$ cat src/rtl/seg_dynamic.sv
// seg_dynamic: six-digit multiplexed 7-segment driver.
// Clamps the binary input to 999_999, converts it to BCD with a sequential
// shift-add-3 engine, and scans the committed digits one per CNT_MAX+1 clocks
// with leading-zero blanking, decimal points and an optional minus sign.
//
// Conversion FSM states:
//   state    | meaning
//   ST_IDLE  | waiting; loads a new value (load cycle) when a conversion is due
//   ST_SHIFT | shifting one bit per cycle, commits to display on the 20th shift
module seg_dynamic #(
  parameter int CNT_MAX = 49_999
) (
  input  logic        sys_clk,
  input  logic        sys_rst_n,
  input  logic [19:0] data,
  input  logic [5:0]  point,
  input  logic        sign,
  input  logic        seg_en,
  output logic [5:0]  sel,
  output logic [7:0]  seg
);

  localparam int              CW       = (CNT_MAX < 1) ? 1 : $clog2(CNT_MAX + 1);
  localparam logic [CW-1:0]   CNT_TOP  = CW'(CNT_MAX);
  localparam logic [19:0]     DATA_MAX = 20'd999_999;

  typedef enum logic [0:0] {ST_IDLE, ST_SHIFT} conv_st_e;

  conv_st_e     st_q;
  logic         first_q;
  logic [19:0]  last_q;
  logic [19:0]  shift_q;
  logic [23:0]  bcd_q;
  logic [23:0]  disp_q;
  logic [4:0]   bit_cnt_q;

  logic [19:0]  data_c;
  logic         conv_start;
  logic [23:0]  bcd_adj;
  logic [23:0]  bcd_d;

  logic [CW-1:0] cnt_q;
  logic [2:0]    idx_q;

  logic [3:0]   cur_dig;
  logic [2:0]   top_m;
  logic [6:0]   code7;
  logic [7:0]   seg_d;

  // Clamp and decide whether the committed value is stale
  always_comb begin
    data_c     = (data > DATA_MAX) ? DATA_MAX : data;
    conv_start = first_q || (data_c != last_q);
  end

  // Add 3 to every BCD nibble >= 5, then shift in the next binary bit
  always_comb begin
    bcd_adj = bcd_q;
    for (int i = 0; i < 6; i++) begin
      if (bcd_q[4*i +: 4] >= 4'd5) begin
        bcd_adj[4*i +: 4] = bcd_q[4*i +: 4] + 4'd3;
      end
    end
    bcd_d = {bcd_adj[22:0], shift_q[19]};
  end

  // Conversion FSM: one load cycle, then 20 shift cycles; commit on the last
  always_ff @(posedge sys_clk or negedge sys_rst_n) begin
    if (!sys_rst_n) begin
      st_q      <= ST_IDLE;
      first_q   <= 1'b1;
      last_q    <= '0;
      shift_q   <= '0;
      bcd_q     <= '0;
      disp_q    <= '0;
      bit_cnt_q <= '0;
    end else begin
      case (st_q)
        ST_IDLE: begin
          if (conv_start) begin
            first_q   <= 1'b0;
            last_q    <= data_c;
            shift_q   <= data_c;
            bcd_q     <= '0;
            bit_cnt_q <= 5'd19;
            st_q      <= ST_SHIFT;
          end
        end
        ST_SHIFT: begin
          bcd_q   <= bcd_d;
          shift_q <= {shift_q[18:0], 1'b0};
          if (bit_cnt_q == 5'd0) begin
            disp_q <= bcd_d;
            st_q   <= ST_IDLE;
          end else begin
            bit_cnt_q <= bit_cnt_q - 5'd1;
          end
        end
        default: st_q <= ST_IDLE;
      endcase
    end
  end

  // Scan timer and digit index; keeps running while the display is blanked
  always_ff @(posedge sys_clk or negedge sys_rst_n) begin
    if (!sys_rst_n) begin
      cnt_q <= '0;
      idx_q <= '0;
    end else if (cnt_q == CNT_TOP) begin
      cnt_q <= '0;
      idx_q <= (idx_q == 3'd5) ? 3'd0 : idx_q + 3'd1;
    end else begin
      cnt_q <= cnt_q + 1'b1;
    end
  end

  // Highest digit that must be shown: last nonzero digit or lit decimal point
  always_comb begin
    top_m = 3'd0;
    for (int i = 0; i < 6; i++) begin
      if ((disp_q[4*i +: 4] != 4'd0) || point[i]) begin
        top_m = 3'(i);
      end
    end
  end

  // Pick the digit under scan and encode it (active-low, dp handled separately)
  always_comb begin
    case (idx_q)
      3'd0:    cur_dig = disp_q[3:0];
      3'd1:    cur_dig = disp_q[7:4];
      3'd2:    cur_dig = disp_q[11:8];
      3'd3:    cur_dig = disp_q[15:12];
      3'd4:    cur_dig = disp_q[19:16];
      3'd5:    cur_dig = disp_q[23:20];
      default: cur_dig = 4'd0;
    endcase

    code7 = 7'h7F;
    if (idx_q <= top_m) begin
      case (cur_dig)
        4'd0:    code7 = 7'h40;
        4'd1:    code7 = 7'h79;
        4'd2:    code7 = 7'h24;
        4'd3:    code7 = 7'h30;
        4'd4:    code7 = 7'h19;
        4'd5:    code7 = 7'h12;
        4'd6:    code7 = 7'h02;
        4'd7:    code7 = 7'h78;
        4'd8:    code7 = 7'h00;
        4'd9:    code7 = 7'h10;
        default: code7 = 7'h7F;
      endcase
    end else if (sign && (top_m != 3'd5) && (idx_q == top_m + 3'd1)) begin
      code7 = 7'h3F;
    end

    seg_d = {~point[idx_q], code7};
  end

  // Registered digit select and segment drive
  always_ff @(posedge sys_clk or negedge sys_rst_n) begin
    if (!sys_rst_n) begin
      sel <= 6'b000000;
      seg <= 8'hFF;
    end else if (seg_en) begin
      sel <= 6'b000001 << idx_q;
      seg <= seg_d;
    end else begin
      sel <= 6'b000000;
      seg <= 8'hFF;
    end
  end

endmodule

$ cat config.mk
export PLATFORM = sky130hd
export DESIGN_NAME = seg_dynamic
export DESIGN_NICKNAME = d
export VERILOG_FILES = /design/src/rtl/seg_dynamic.sv
export SDC_FILE = /design/constraint.sdc
export NUM_CORES = 1
export LEC_CHECK = 0
export ABC_CLOCK_PERIOD_IN_PS = 2900
export CORE_MARGIN = 3
export CORE_UTILIZATION = 45
export CTS_BUF_LIST = sky130_fd_sc_hd__clkbuf_8
export DETAILED_ROUTE_END_ITERATION = 7
export PLACE_DENSITY = 0.65
export SETUP_SLACK_MARGIN = 0.05
export SYNTH_ARGS = -nofsm -noshare
export SYNTH_HDL_FRONTEND = slang
export SYNTH_SLANG_ARGS = --single-unit
$ cat constraint.sdc
create_clock -name sys_clk -period 2.9 [get_ports sys_clk]
set_clock_uncertainty 0.2 [all_clocks]
set_input_delay 0.435 -clock sys_clk [delete_from_list [all_inputs] [get_ports sys_clk]]
set_output_delay 0.435 -clock sys_clk [all_outputs]
set_load 0.005 [all_outputs]
## Yosys cells after proc, flatten, opt, wreduce, memory -nomap -nowiden

Memory sizes are Yosys's and may differ from the RTL's.
Index checks and enable logic that the tools add are counted.

| word-level totals | value |
|---|---|
| bits in registers | 128 |
| latch bits | 0 |
| bits in writable memories | 0 |
| ROM bits | 112 |
| input bits | 30 |
| output and inout port bits | 14 |
| logic and storage cells | 94 |
| memories kept | 1 |

| operators by class | value |
|---|---|
| add/sub/neg operators | 10 |
| $mul | 0 |
| div/mod/pow operators | 0 |
| order comparisons | 9 |
| equal/unequal tests | 11 |
| shift operators | 1 |
| mux-type cells | 31 |
| bitwise logic cells | 2 |
| reduce and logical (&&, ||, !) cells | 18 |

Memories:

| memory | words | bits a word | rd ports | clocked after Yosys merged registers in | write ports | line | RTL |
|---|---|---|---|---|---|---|---|
| (name not given) | 16 | 7 | 1 | 0 | 0 | 141 | `case (cur_dig)` |

Operators by type and width:

| kind | number |
|---|---|
| $pmux W24 S2 | 1 |
| $mux W20 | 2 |
| $pmux W20 S2 | 1 |
| $ge A4 B3 Y1 const B | 6 |
| $mux W24 | 1 |
| $pmux W4 S6 | 1 |
| $add A4 B2 Y4 const B | 5 |
| $gt A20 B20 Y1 const B | 1 |
| $mux W4 | 5 |
| $ne A20 B20 Y1 | 1 |
| $reduce_bool A4 Y1 | 5 |
| $mux W3 | 6 |
| $add A16 B1 Y16 const B | 1 |
| $eq A16 B16 Y1 const B | 1 |
| $mux W16 | 1 |
| $mux W7 | 2 |
| $mux W5 | 2 |
| $pmux W5 S2 | 1 |
| $mux W8 | 1 |
| $add A3 B1 Y3 const B | 2 |
| $eq A3 B2 Y1 const B | 2 |
| $eq A3 B3 Y1 const B | 2 |
| $logic_or A1 B1 Y1 | 6 |
| $mux W6 | 1 |
| other kinds (17) | 25 |

## Longest topological paths before layout

Gate-level depths: netlist (run 1).

| logic depth | value |
|---|---|
| depth after elaboration | 13 |
| mapped depth | 12 |

## Worst setup path before layout (run 1)

Ideal clock, no wire load.

| timing path | value |
|---|---|
| path type | in2reg |
| start point | input data[13] |
| end point | register last_q[17] |
| library setup time | 125 ps |
| arrival time | 2814 ps |
| data required time | 2575 ps |
| slack | -238 ps |
| stages | 9 |
| path buffers | 2 |
| path through | or4_1 -> o311a_1 -> clkbuf_1 -> nor4_1 -> a311oi_1 -> nor4_4 -> or2_2 -> buf_4 -> mux2_2 |

| between the ends | value |
|---|---|
| word-level cells in the longest chain between the ends | 5 |

Ends and longest elaborated chain:

| element | line | RTL |
|---|---|---|
| from (decl) | 15 | `input logic [19:0] data,` |
| $gt A20 B20 Y1 | 52 | `data_c = (data > DATA_MAX) ? DATA_MAX : data;` |
| $mux W20 (*) | 52 |  |
| $ne A20 B20 Y1 | 53 | `conv_start = first_q \|\| (data_c != last_q);` |
| $logic_or A1 B1 Y1 | 53 |  |
| $reduce_and A2 Y1 (no line) | - |  |
| to (signal assigned) | 82 | `last_q <= data_c;` |
| to (decl) | 31 | `logic [19:0] last_q;` |

Every way passes the cells marked *; elsewhere a longest branch is shown, timed or not.
A chain may end at the register's enable or synchronous reset.

## Final worst setup path (run 1)

| timing path | value |
|---|---|
| start point | register last_q[3] |
| end point | register last_q[19] |

| between the ends | value |
|---|---|
| word-level cells in the longest chain between the ends | 3 |

Ends and longest elaborated chain:

| element | line |
|---|---|
| $ne A20 B20 Y1 | 53 |
| $logic_or A1 B1 Y1 | 53 |
| $reduce_and A2 Y1 (no line) | - |

No other way between the ends.

==> metrics, run 1 <==
status=finished, violations left; violated checks=setup timing; min Tclk post-route=3.00 ns; CP arrival=3.13 ns; FMAX=0.334 GHz; P_sw=2.95 mW; Max clock buf depth=2; max-slew violation count=0; EDFF count, synth=0; CTS buffer count=17; Hold Crit Class=reg2reg; ANT nets after route=0; All-Layer GR Usage=20.7%; ant diodes=0; Area growth syn-to-layout=29.8%; CP max FO=6; Reg power frac=38.7%; Initial Utilization=46.0%; Reg2Reg Setup Slack=-0.1 ns; unrepaired setup endpoints after global routing=yes; Seq cells post-synth=128; H-tree Lvls=4; fraction of power consumed by the clock network=20.0%; cells after synthesis=690; number of global-route vias before repair=5560; DP HPWL=11.2 mm; Power Internal=4.99 mW; grt ovf=0; Die ar.=16400 µm²; IO Port Bufs=43; first-pass GRT wire length=27.4 mm; via/cell ratio=5.55; routability cong.=0.917; Fin. Hold Viols=0; PwrDens=910 nW/µm²; Rows=44; DR vias=5579; die height=128 µm; DR iter-0 viols=347; CP cell instances=a222oi_1 > buf_4 > a31oi_4 > or4_4 > nor4_4 > buf_6 > or2_4 > mux2_4; I/O Pins=44; Final WS setup=-0.0954 ns; Top delay family on crit path=simple AND/OR/NAND/NOR gates; core area=14600 µm²; Placed Cells incl. Taps=957; Worst Max-Slew Pin Slew=0.826 ns; Synth Area per Inst=9.74 µm²; Worst-Skew Late Latency=0.45 ns; Synth Flop Type=dfrtp_1; Crit path required time=3.03 ns; P_leak=3.93 nW; CTS Root Buffer Type=clkbuf_8; CTS tree=done; maxcap violations=0; CTS sink count=128; Largest stage delay, worst path=0.53 ns; pin count of the biggest net entering global routing=47; type of origin of the critical path=flop; Core Util, Final=59.8%; Buf+Inv Stages, Crit Path=2; Detailed Route WL=16.2 mm; combinational share of power=41.3%; Yosys Warn Count=0; Setup WS pre-CTS=-0.935 ns; routed len/inst=16.1 µm; ratio of final minimum period to clock period=103%; die width=128 µm; Slowest-stage cell, CP=or4_4; initial antenna violation count=0; Switching Fraction=37.2%; Final Non-Filler Cells=1005; Crit Path Category=reg2reg; Mapped Area=6720 µm²; clock-pin slew on the worst setup and hold paths=0.07 ns; async set-reset flop share out of synthesis=100%; Max VDD drop=411 µV; nature of the critical path endpoint=flop; Synth cell types=65; DRT Pass-1 Iters=5; sequential fraction of the synthesis area=47.8%; Syn Nets=745; layout cells sized above 1=25.3%; DRC=0; final setup violating endpoints=26; nets@finish=863; slew margin rel.=44.6%
## placed cells by master (no fill, tap or decap), types with 7 or more instances in the layout
| master | netlist | layout |
|---|---|---|
| xnor2_1 | 16 | 16 |
| buf_6 | 2 | 11 |
| xor2_1 | 16 | 16 |
| mux2i_1 | 19 | 19 |
| ha_1 | 25 | 25 |
| nor3_1 | 17 | 16 |
| buf_4 | 3 | 70 |
| mux2_2 | 19 | 15 |
| and3_1 | 8 | 8 |
| clkdlybuf4s50_1 | 0 | 30 |
| o21ai_0 | 59 | 35 |
| clkbuf_8 | 0 | 19 |
| dfstp_2 | 9 | 9 |
| nor2b_1 | 14 | 13 |
| a21oi_1 | 26 | 25 |
| dfrtp_1 | 119 | 119 |
| nand3_1 | 30 | 24 |
| nor2_1 | 50 | 49 |
| o21ai_2 | 0 | 7 |
| inv_1 | 38 | 38 |
| nand2_1 | 78 | 74 |
| dlygate4sd2_1 | 0 | 10 |
| o21ai_1 | 1 | 18 |
## what timing repair did
item	CTS	global route
endpoints found under the setup margin	77	76
hold endpoints to repair	43	0
cloned	0	1
setup buffers	6	10
hold buffers	1	0
pin swaps	12	33
resized for setup	35	73
## area by class of cell
| class | count | area, µm² |
|---|---|---|
| Clock buffer | 19 | 262 |
| Multi-Input combinational cell | 492 | 3550 |
| Timing Repair Buffer | 129 | 1170 |
| Clock inverter | 13 | 145 |
| Inverter | 40 | 150 |
| Sequential cell | 128 | 3210 |
| Fill cell | 1193 | 5870 |
| Tap cell | 184 | 230 |
## synthesized netlist by cell type, types with 6 or more instances
cell / count / area (µm²)
xor2_1: 16 / 140
ha_1: 25 / 313
dfrtp_1: 119 / 2980
nor3_1: 17 / 85.1
nor2b_1: 14 / 87.6
a31oi_1: 7 / 43.8
xnor2_1: 16 / 140
nor3b_1: 6 / 45.0
nand2_1: 78 / 293
clkbuf_1: 18 / 67.6
mux2_2: 19 / 214
nor4b_1: 6 / 52.6
nor2_1: 50 / 188
nand3_1: 30 / 150
mux2i_1: 19 / 190
a21oi_1: 26 / 130
o21ai_0: 59 / 295
inv_1: 38 / 143
a2bb2oi_1: 6 / 52.6
and3_1: 8 / 50.1
o22ai_1: 6 / 37.5
dfstp_2: 9 / 236
and2_1: 7 / 43.8
## power by group through the flow
| stage | Sequential [mW] | Combinational, mW | Clock (mW) |
|---|---|---|---|
| 2_1_floorplan | 2.90 | 2.00 | 0 |
| 3_3_place_gp | 3.01 | 2.76 | 0 |
| 3_5_place_dp | 3.04 | 2.89 | 0 |
| 4_1_cts | 3.03 | 3.02 | 1.63 |
| 5_1_grt | 3.16 | 3.67 | 1.71 |
| 6_report | 3.07 | 3.28 | 1.59 |
## worst paths after layout
kind / startpoint / end / depth (start not counted)
setup / recovery: last_q[3] / last_q[19] / 8
hold / removal: cnt_q[0] / cnt_q[0] / 1
setup reg to reg: last_q[3] / last_q[19] / 8
hold reg to reg: cnt_q[0] / cnt_q[0] / 1
max in group asynchronous: sys_rst_n / seg[6] / 3
min in group asynchronous: sys_rst_n / cnt_q[8] / 2
## layer usage
layer | share of wire, % | global-route usage, % | vias to the layer above
met3 | 4.1 | 4.92 | 22
met4 | 1.1 | 5.74 | 0
met2 | 49 | 33.1 | 103
met5 | 0 | 0 | -
li1 | - | - | 2687
met1 | 46 | 28.1 | 2767
## stage by stage
stage               power, mW  setup TNS, ns  hold slack, ns  cell area, µm²
detailed placement       5.93         -60.79           0.254            7840
CTS                      7.68              0           0.244            8390
global placement         5.77         -46.77           0.240            7840
finish                   7.93         -0.909           0.257            8720
floorplan                4.90         -0.433         -0.0606            6770
global route             8.53          -5.83           0.284            8720
## logic make-up (layout without fill, tap and decap cells)
group	Yosys count	count (layout)	share of synthesized area, %
AOI/OAI and AO/OA	155	155	14.8
buffers and inverters	70	201	4.53
and+or+nand+nor	241	241	17.6
DFF	128	128	47.8
xor gates and xnor gates	32	32	4.17
muxes	39	39	6.35
adders and majority gates	25	25	4.66
## flip-flops by register name (all words and copies together) (netlist names)
signal	flops
bcd_q	24
bit_cnt_q	5
cnt_q	16
disp_q	24
first_q	1
idx_q	3
last_q	20
seg	8
sel	6
shift_q	20
st_q	1
Note: power is estimated with default switching activity, not from simulation.
==> run 2: changes to the inputs <==
--- a/config.mk
+++ b/config.mk
@@ -6,11 +6,13 @@
 export NUM_CORES = 1
 export LEC_CHECK = 0
 export ABC_CLOCK_PERIOD_IN_PS = 2900
+export CAP_MARGIN = 40
 export CORE_MARGIN = 3
 export CORE_UTILIZATION = 45
 export CTS_BUF_LIST = sky130_fd_sc_hd__clkbuf_8
 export DETAILED_ROUTE_END_ITERATION = 7
 export PLACE_DENSITY = 0.65
+export RECOVER_POWER = 100
 export SETUP_SLACK_MARGIN = 0.05
 export SYNTH_ARGS = -nofsm -noshare
 export SYNTH_HDL_FRONTEND = slang
==> run 2 against run 1 <==
Against the previous run: the flow still finishes with violations (setup timing); final cell count is the same; sequential share of layout area is 0.12 points higher; critical path depth is the same; clock-buffer cell count stayed put.
==> metrics, run 2 (synthesis results as in run 1) <==
Setup TNS=-0.792 ns (was -0.909 ns); Max clock buf depth=2 (unchanged); Reg2Reg Setup Slack=-0.09 ns (was -0.1 ns); CTS sink count=128 (unchanged); slew margin rel.=23.8% (was 44.6%); status=finished, violations left (unchanged); P_leak=3.93 nW (about the same); pin count of the biggest net entering global routing=47 (unchanged); Crit path depth=8 (unchanged); Initial Utilization=46.0% (unchanged); DRC=0 (unchanged); fraction of power consumed by the clock network=20.1% (was 20.0%); unrepaired setup endpoints after global routing=yes (unchanged); Rows=44 (unchanged); Reg power frac=38.8% (was 38.7%); DR vias=5542 (was 5579); Final WS setup=-0.0919 ns (was -0.0954 ns); Core Util, Final=59.6% (was 59.8%); DR iter-0 viols=358 (was 347); Placed Cells incl. Taps=957 (unchanged); Switching Fraction=37.2% (about the same); routability cong.=0.917 (unchanged); total power=7.91 mW (was 7.93 mW); P_sw=2.95 mW (about the same); ANT nets after route=0 (unchanged); max-slew violation count=0 (unchanged); final setup violating endpoints=23 (was 26); CP cell instances=a222oi_1 > buf_4 > a31oi_4 > or4_4 > nor4_4 > buf_6 > or2_4 > mux2_4 (unchanged); Final Non-Filler Cells=1005 (unchanged); Power Internal=4.96 mW (was 4.99 mW); core area=14600 µm² (unchanged); last element of the critical path=last_q[19] (unchanged); Slowest-stage cell, CP=or4_4 (unchanged); I/O Pins=44 (unchanged); Area growth syn-to-layout=29.4% (was 29.8%); IO Port Bufs=43 (unchanged); via/cell ratio=5.51 (was 5.55); initial antenna violation count=0 (unchanged); Worst Setup SP=last_q[3] (unchanged); Largest stage delay, worst path=0.53 ns (about the same); Die ar.=16400 µm² (unchanged); CTS Root Buffer Type=clkbuf_8 (unchanged); CTS tree=done (unchanged); routed len/inst=16.1 µm (about the same); type of origin of the critical path=flop (unchanged); Worst-Skew Late Latency=0.45 ns (about the same); Worst Max-Slew Pin Slew=1.14 ns (was 0.826 ns); DRT Pass-1 Iters=5 (unchanged); clock-pin slew on the worst setup and hold paths=0.07 ns (about the same); layout cells sized above 1=25.1% (was 25.3%); number of global-route vias before repair=5560 (unchanged); most frequent cells in the layout=dfrtp_1, nand2_1, buf_4, nor2_1, inv_1 (unchanged); RR Endpoint=last_q[19] (unchanged); min Tclk post-route=2.99 ns (was 3.00 ns); H-tree Lvls=4 (unchanged); PwrDens=910 nW/µm² (about the same); CP arrival=3.12 ns (was 3.13 ns); All-Layer GR Usage=20.7% (unchanged); die height=128 µm (unchanged); Buf+Inv Stages, Crit Path=2 (unchanged); commonest non-fill, non-tap cell in the layout=dfrtp_1 (unchanged); Crit path required time=3.03 ns (about the same); grt ovf=0 (unchanged); Max VDD drop=412 µV (was 411 µV); combinational share of power=41.2% (was 41.3%); Hold Crit Class=reg2reg (unchanged); die width=128 µm (unchanged); RR Startpoint=last_q[3] (unchanged); Register-to-Register Path Depth=8 (unchanged); Largest regs=bcd_q x24, disp_q x24 (unchanged); ant diodes=0 (unchanged); first-pass GRT wire length=27.4 mm (unchanged); nets@finish=863 (unchanged); Detailed Route WL=16.2 mm (about the same); maxcap violations=0 (unchanged); Crit Path Category=reg2reg (unchanged); FMAX=0.334 GHz (about the same); ratio of final minimum period to clock period=103% (about the same); DP HPWL=11.2 mm (unchanged); nature of the critical path endpoint=flop (unchanged); CP max FO=6 (unchanged); violated checks=setup timing (unchanged); Top delay family on crit path=simple AND/OR/NAND/NOR gates (unchanged); Fin. Hold Viols=0 (unchanged); CTS buffer count=17 (unchanged)
## run 2: power by group through the flow
| stage | logic, mW | clock network (mW) | registers [mW] |
|---|---|---|---|
| 5_1_grt | 3.64 | 1.71 | 3.16 |
| 2_1_floorplan | 2.00 | 0 | 2.90 |
| 3_5_place_dp | 2.89 | 0 | 3.04 |
| 4_1_cts | 3.02 | 1.63 | 3.03 |
| 6_report | 3.26 | 1.59 | 3.06 |
| 3_3_place_gp | 2.76 | 0 | 3.01 |
## run 2: layout make-up
| type | count | area, µm² |
|---|---|---|
| tap | 184 | 230 |
| timing repair buffer | 129 | 1140 |
| clock buffer | 19 | 262 |
| multi-input combinational | 492 | 3550 |
| inverter | 40 | 150 |
| clock inverter | 13 | 145 |
| sequential | 128 | 3210 |
| fill | 1201 | 5900 |
## run 2: worst min-delay path by stage
stage | from | end | slack (ns) | cells after the start
final | cnt_q[0] | cnt_q[0] | 0.26 | 1
after global routing | data[12] | last_q[12] | 0.28 | 3
after CTS | data[12] | last_q[12] | 0.24 | 3
after detailed placement | cnt_q[0] | cnt_q[0] | 0.25 | 1
after global placement | cnt_q[0] | cnt_q[0] | 0.24 | 1
after floorplan | sys_rst_n | bcd_q[0] | -0.06 | 0
## run 2: timing repair
action | 4_1_cts | 5_1_grt
cloned | 0 | 1
gates resized for setup | 35 | 73
setup buffers | 6 | 10
hold endpoints to repair | 43 | 0
hold buffers | 1 | 0
endpoints found under the setup margin | 77 | 76
pin swaps | 12 | 33
## run 2: metrics by stage
step | instance area (µm²) | hold slack, ns | setup slack [ns]
final | 8690 | 0.257 | -0.0919
after global routing | 8690 | 0.284 | -0.186
after CTS | 8390 | 0.244 | 0.0428
after detailed placement | 7840 | 0.254 | -0.935
after global placement | 7840 | 0.240 | -0.723
after floorplan | 6770 | -0.0606 | -0.115
## run 2: layer usage
layer | vias up | GRT usage (%) | wire length (µm)
met5 | - | 0 | 0
met4 | 0 | 5.74 | 181
met3 | 23 | 4.92 | 671
met2 | 95 | 33.1 | 7940
met1 | 2740 | 28.1 | 7400
li1 | 2684 | - | -
## run 2: worst reg2reg max path: stages, from the launching register on
cell and delay (ns):
dfrtp_1 0.40, a222oi_1 0.38, buf_4 0.21, a31oi_4 0.08
or4_4 0.53, nor4_4 0.39, buf_6 0.19, or2_4 0.18
mux2_4 0.32
==> run 3: changes to the inputs <==
--- a/config.mk
+++ b/config.mk
@@ -5,7 +5,6 @@
 export SDC_FILE = /design/constraint.sdc
 export NUM_CORES = 1
 export LEC_CHECK = 0
-export ABC_CLOCK_PERIOD_IN_PS = 2900
 export CAP_MARGIN = 40
 export CORE_MARGIN = 3
 export CORE_UTILIZATION = 45
==> results of run 3 <==
The final DEF is identical to that of run 2; final timing and power are the same.
